## src/rtl/dac_pwm_driver.sv

```systemverilog
// PWM audio driver: double-buffered 8-bit duty latched at period boundaries,
// with a per-period gain ramp on enable/disable to suppress speaker pops.
module dac_pwm_driver #(
    parameter int PRESCALE  = 1,
    parameter int RAMP_STEP = 64
) (
    input  logic       clk,
    input  logic       nRst,
    input  logic       en_i,
    input  logic [7:0] sample_i,
    output logic       pwm_o,
    output logic       period_o,
    output logic       active_o
);

    typedef enum logic [1:0] {S_OFF, S_FADE_IN, S_RUN, S_FADE_OUT} state_t;

    localparam logic [7:0] PS_MAX = 8'(PRESCALE - 1);
    localparam logic [7:0] STEP   = 8'(RAMP_STEP);

    function automatic logic [7:0] sat_add(input logic [7:0] a, input logic [7:0] b);
        logic [8:0] s;
        s = {1'b0, a} + {1'b0, b};
        return s[8] ? 8'hFF : s[7:0];
    endfunction

    function automatic logic [7:0] sat_sub(input logic [7:0] a, input logic [7:0] b);
        return (a > b) ? (a - b) : 8'd0;
    endfunction

    function automatic logic [7:0] min8(input logic [7:0] a, input logic [7:0] b);
        return (a < b) ? a : b;
    endfunction

    state_t     r_state;
    logic [7:0] r_pre;
    logic [7:0] r_phase;
    logic [7:0] r_ramp;
    logic [7:0] r_duty;
    logic       r_pwm;
    logic       r_period;
    logic       r_active;

    state_t     w_state_nxt;
    logic [7:0] w_ramp_nxt;
    logic [7:0] w_duty_nxt;
    logic       w_period_nxt;
    logic       w_clear;
    logic       w_tick;
    logic       w_wrap;
    logic [7:0] w_ramp_up;
    logic [7:0] w_ramp_dn;

    assign w_tick    = (r_pre == PS_MAX);
    assign w_wrap    = w_tick && (r_phase == 8'hFF);
    assign w_ramp_up = sat_add(r_ramp, STEP);
    assign w_ramp_dn = sat_sub(r_ramp, STEP);

    // Every active state follows the same wrap rule: en_i picks the ramp
    // direction, and the saturated ramp value decides RUN / OFF / fading.
    always_comb begin
        w_state_nxt  = r_state;
        w_ramp_nxt   = r_ramp;
        w_duty_nxt   = r_duty;
        w_period_nxt = 1'b0;
        w_clear      = 1'b0;
        case (r_state)
            S_OFF: begin
                w_clear = 1'b1;
                if (en_i) begin
                    w_state_nxt  = S_FADE_IN;
                    w_ramp_nxt   = STEP;
                    w_duty_nxt   = min8(STEP, sample_i);
                    w_period_nxt = 1'b1;
                end
            end
            default: begin
                if (w_wrap) begin
                    if (en_i) begin
                        w_ramp_nxt  = w_ramp_up;
                        w_state_nxt = (w_ramp_up == 8'hFF) ? S_RUN : S_FADE_IN;
                    end else begin
                        w_ramp_nxt  = w_ramp_dn;
                        w_state_nxt = (w_ramp_dn == 8'd0) ? S_OFF : S_FADE_OUT;
                    end
                    if (w_state_nxt == S_OFF) begin
                        w_duty_nxt = 8'd0;
                    end else begin
                        w_duty_nxt   = min8(w_ramp_nxt, sample_i);
                        w_period_nxt = 1'b1;
                    end
                end
            end
        endcase
    end

    always_ff @(posedge clk or negedge nRst) begin
        if (!nRst) begin
            r_state  <= S_OFF;
            r_pre    <= 8'd0;
            r_phase  <= 8'd0;
            r_ramp   <= 8'd0;
            r_duty   <= 8'd0;
            r_pwm    <= 1'b0;
            r_period <= 1'b0;
            r_active <= 1'b0;
        end else begin
            r_state  <= w_state_nxt;
            r_ramp   <= w_ramp_nxt;
            r_duty   <= w_duty_nxt;
            r_period <= w_period_nxt;
            r_active <= (w_state_nxt != S_OFF);
            r_pwm    <= (r_state != S_OFF) && (r_phase < r_duty);
            if (w_clear) begin
                r_pre   <= 8'd0;
                r_phase <= 8'd0;
            end else if (w_tick) begin
                r_pre   <= 8'd0;
                r_phase <= r_phase + 8'd1;
            end else begin
                r_pre   <= r_pre + 8'd1;
            end
        end
    end

    assign pwm_o    = r_pwm;
    assign period_o = r_period;
    assign active_o = r_active;

endmodule
```

## config.mk

```make
export PLATFORM = sky130hd
export DESIGN_NAME = dac_pwm_driver
export DESIGN_NICKNAME = d
export VERILOG_FILES = /design/src/rtl/dac_pwm_driver.sv
export SDC_FILE = /design/constraint.sdc
export NUM_CORES = 1
export LEC_CHECK = 0
export ABC_AREA = 1
export BUFFER_PORTS_ARGS = -buffer_cell sky130_fd_sc_hd__buf_2
export CAP_MARGIN = 20
export CELL_PAD_IN_SITES_DETAIL_PLACEMENT = 2
export CELL_PAD_IN_SITES_GLOBAL_PLACEMENT = 2
export CORE_MARGIN = 2
export CORE_UTILIZATION = 36
export DETAILED_ROUTE_END_ITERATION = 8
export GPL_ROUTABILITY_DRIVEN = 0
export PLACE_DENSITY_LB_ADDON = 0.05
export SLEW_MARGIN = 10
export SYNTH_ARGS = -nofsm -noshare
export SYNTH_HDL_FRONTEND = slang
export SYNTH_SLANG_ARGS = --single-unit
```

## constraint.sdc

```tcl
create_clock -name clk -period 2.6 [get_ports clk]
set_input_delay 0.39 -clock clk [delete_from_list [all_inputs] [get_ports clk]]
set_output_delay 0.39 -clock clk [all_outputs]
set_load 0.02 [all_outputs]
```

==> impl_metrics.yaml <==
timing:
  fmax_mhz: 433
  finalSetupViolCount: 0
  hold-worst-slack_ns: 0.204
  slew_headroom: 0.418
  clock_skew_ns: 0.00502
  rsz0062_at_grt: "no"
  hold_viol: 0
  setup_tns_ns: 0
  fin_crit_ns: 2.31
  slew_violations: 0
  final.period_utilization: 0.889
  max_slew.worst_pin.slew_ns: 0.873
  setup_ws_ns: 0.289
floorplanning:
  die_w_um: 86.5
  dieArea_um2: 7470
  design.core.area_um2: 6680
  die_h_um: 86.5
  fp-row-count: 30
  start_util: 0.366
  io_pins: 14
drt:
  ant_nets: 0
  via_per_inst: 5.17
  wl_per_cell_um: 16.7
  drt_iter0_drc: 37
  drcViolationCount: 0
  drt_wl_total_um: 7100
  vias: 2198
  firstDrtPassIters: 4
finish:
  final_nets: 372
  diodes: 0
  area_delta_synth_final_pct: 12.2
  drive_gt1_frac: 0.188
  fin_cells: 425
  utilization: 0.411
  finalInstanceArea_um2: 2750
cts:
  cts.sinks: 37
  cts_made_buffers: 5
  htreeDepth: 2
  cts_tree: "built"
  clockRootBuffer: "clkbuf_8"
  clk_latency_ns: 0.30
  clk_pin_slew_ns: 0.08
  cts_buffer_depth: 2
synth:
  syn_inst: 318
  async_flop_share: 1.00
  synth-edff-count: 0
  synth_flop_cell: "dfrtp_1"
  synth.distinct_cells: 41
  yosys_register_bits: 37
  syn-cell-area_um2: 2450
  yosys_warnings: 0
  ys_seq_area_frac: 0.378
  syn-num-nets: 346
  syn_avg_cell_area_um2: 7.70
power:
  switchingPower_mw: 0.329
  combinationalPowerShare: 0.121
  total_leakage_power_nw: 1.44
  p_int_mw: 0.819
  power_mw: 1.15
  clkPwrFrac: 0.364
  vdd_drop_max_mv: 0.151
  seq_power_share: 0.516
  sw_frac_of_total: 0.287
  p_per_area_nw_per_um2: 418
placement:
  place_ws_ns: 0.158
  place_area_um2: 2620
  place_inst: 413
  hpwl_um: 5440
  io_buffers: 13
global_routing:
  grt-ovfl-total: 0
  grt_start_max_net_pins: 38
  grt_pass1_vias: 2381
  antenna_found_initial: 0
  track_usage: 0.206
  grt_pass1_wl_um: 11900
worst_setup_path:
  critPathLaunchType: "flop"
  cp_max_fo: 9
  endpoint_kind: "flop"
  required_ns: 2.83
  setup.worst_path.class: "reg -> reg"
  arrival_ns: 2.54
status:
  status: "completed"
flow_run:
  drv_cap: 0
min_path:
  hp-class: "in -> async"
==> worst paths after layout <==
path / start / end / depth (start not counted) / slack, ns
setup reg to reg: r_ramp[7] / r_duty[2] / 16 / 0.29
min in group clk: sample_i[2] / r_duty[2] / 3 / 0.41
hold reg to reg: r_pre[0] / r_pre[0] / 1 / 0.47
setup / recovery: r_ramp[7] / r_duty[2] / 16 / 0.29
hold / removal: nRst / r_pre[4] / 1 / 0.20
max in group asynchronous: nRst / r_phase[7] / 1 / 1.86
==> worst max-delay path: stages (launching register included) <==
cell     delay (ns)
dfrtp_1        0.42
inv_1          0.12
nand2_2        0.16
nand2_2        0.09
o21ai_1        0.18
nand2_1        0.14
inv_1          0.08
ha_1           0.22
nand2_1        0.07
nand2_1        0.06
nand2_1        0.06
nand2_1        0.08
nand2_4        0.11
nand2_4        0.10
nand2_1        0.07
nand3_1        0.10
a21oi_2        0.18
==> registers in the layout, indices dropped and copies added, names as in the netlist <==
register  count
pwm_o         1
r_duty        8
r_state       2
r_pre         8
r_phase       8
period_o      1
active_o      1
r_ramp        8
==> layout make-up <==
class,instances,area [µm²]
Clock buffer,5,68.8
Clock inverter,3,17.5
Fill cell,824,3940
Inverter,66,248
Multi-Input combinational cell,211,1250
Sequential cell,37,926
Tap cell,80,100
Timing Repair Buffer,23,140
==> cells in the mapped netlist (5+ instances only) <==
library cell | number | area [µm²]
inv_1 | 57 | 214
nand2_1 | 51 | 191
dfrtp_1 | 37 | 926
nor2_1 | 35 | 131
nand3_1 | 20 | 100
a21oi_1 | 18 | 90.1
ha_1 | 17 | 213
o21ai_0 | 9 | 45.0
nor3_1 | 7 | 35.0
o22ai_1 | 7 | 43.8
a21oi_2 | 6 | 52.6
inv_2 | 5 | 18.8
o21ai_1 | 5 | 25.0
==> per-layer routing <==
| metal | up-vias | part of all wire | global-route usage |
|---|---|---|---|
| li1 | 1074 | - | - |
| met1 | 1093 | 0.43 | 0.251 |
| met2 | 19 | 0.53 | 0.369 |
| met3 | 12 | 0.017 | 0.0333 |
| met4 | 0 | 0.020 | 0.0668 |
| met5 | - | 0 | 0 |
==> cells by family after synthesis <==
group	synth area share
AND/OR/NAND/NOR	0.266
buffers and inverters	0.116
AO/OA/AOI/OAI	0.146
flip-flops	0.378
adder cells (fa/ha/maj)	0.0869
XOR/XNOR	0.00716
==> power groups by stage <==
stage                     clock [mW]  combinational (mW)  sequential, mW
after floorplan                    0              0.0828           0.602
after global placement             0               0.132           0.603
after detailed placement           0               0.137           0.603
after CTS                      0.434               0.139           0.592
after global routing           0.461               0.161           0.593
final                          0.417               0.138           0.592
==> repair_timing <==
action,CTS,global route
buffers inserted,0,4
endpoints found under the setup margin,0,8
resized for setup,0,7
hold buffers,0,0
==> layout by cell type, fill, tap and decap left out, types with 5 or more instances in the layout <==
master | synthesis | layout
inv_2 | 5 | 7
dfrtp_1 | 37 | 37
nand3_1 | 20 | 20
o21ai_0 | 9 | 7
nor3_1 | 7 | 7
nand2_1 | 51 | 49
buf_4 | 0 | 10
buf_2 | 2 | 13
a21oi_2 | 6 | 7
clkbuf_8 | 0 | 5
nor2_1 | 35 | 35
inv_1 | 57 | 55
o21ai_1 | 5 | 7
o22ai_1 | 7 | 7
ha_1 | 17 | 17
a21oi_1 | 18 | 17
Note: power is estimated with default switching activity, not from simulation.
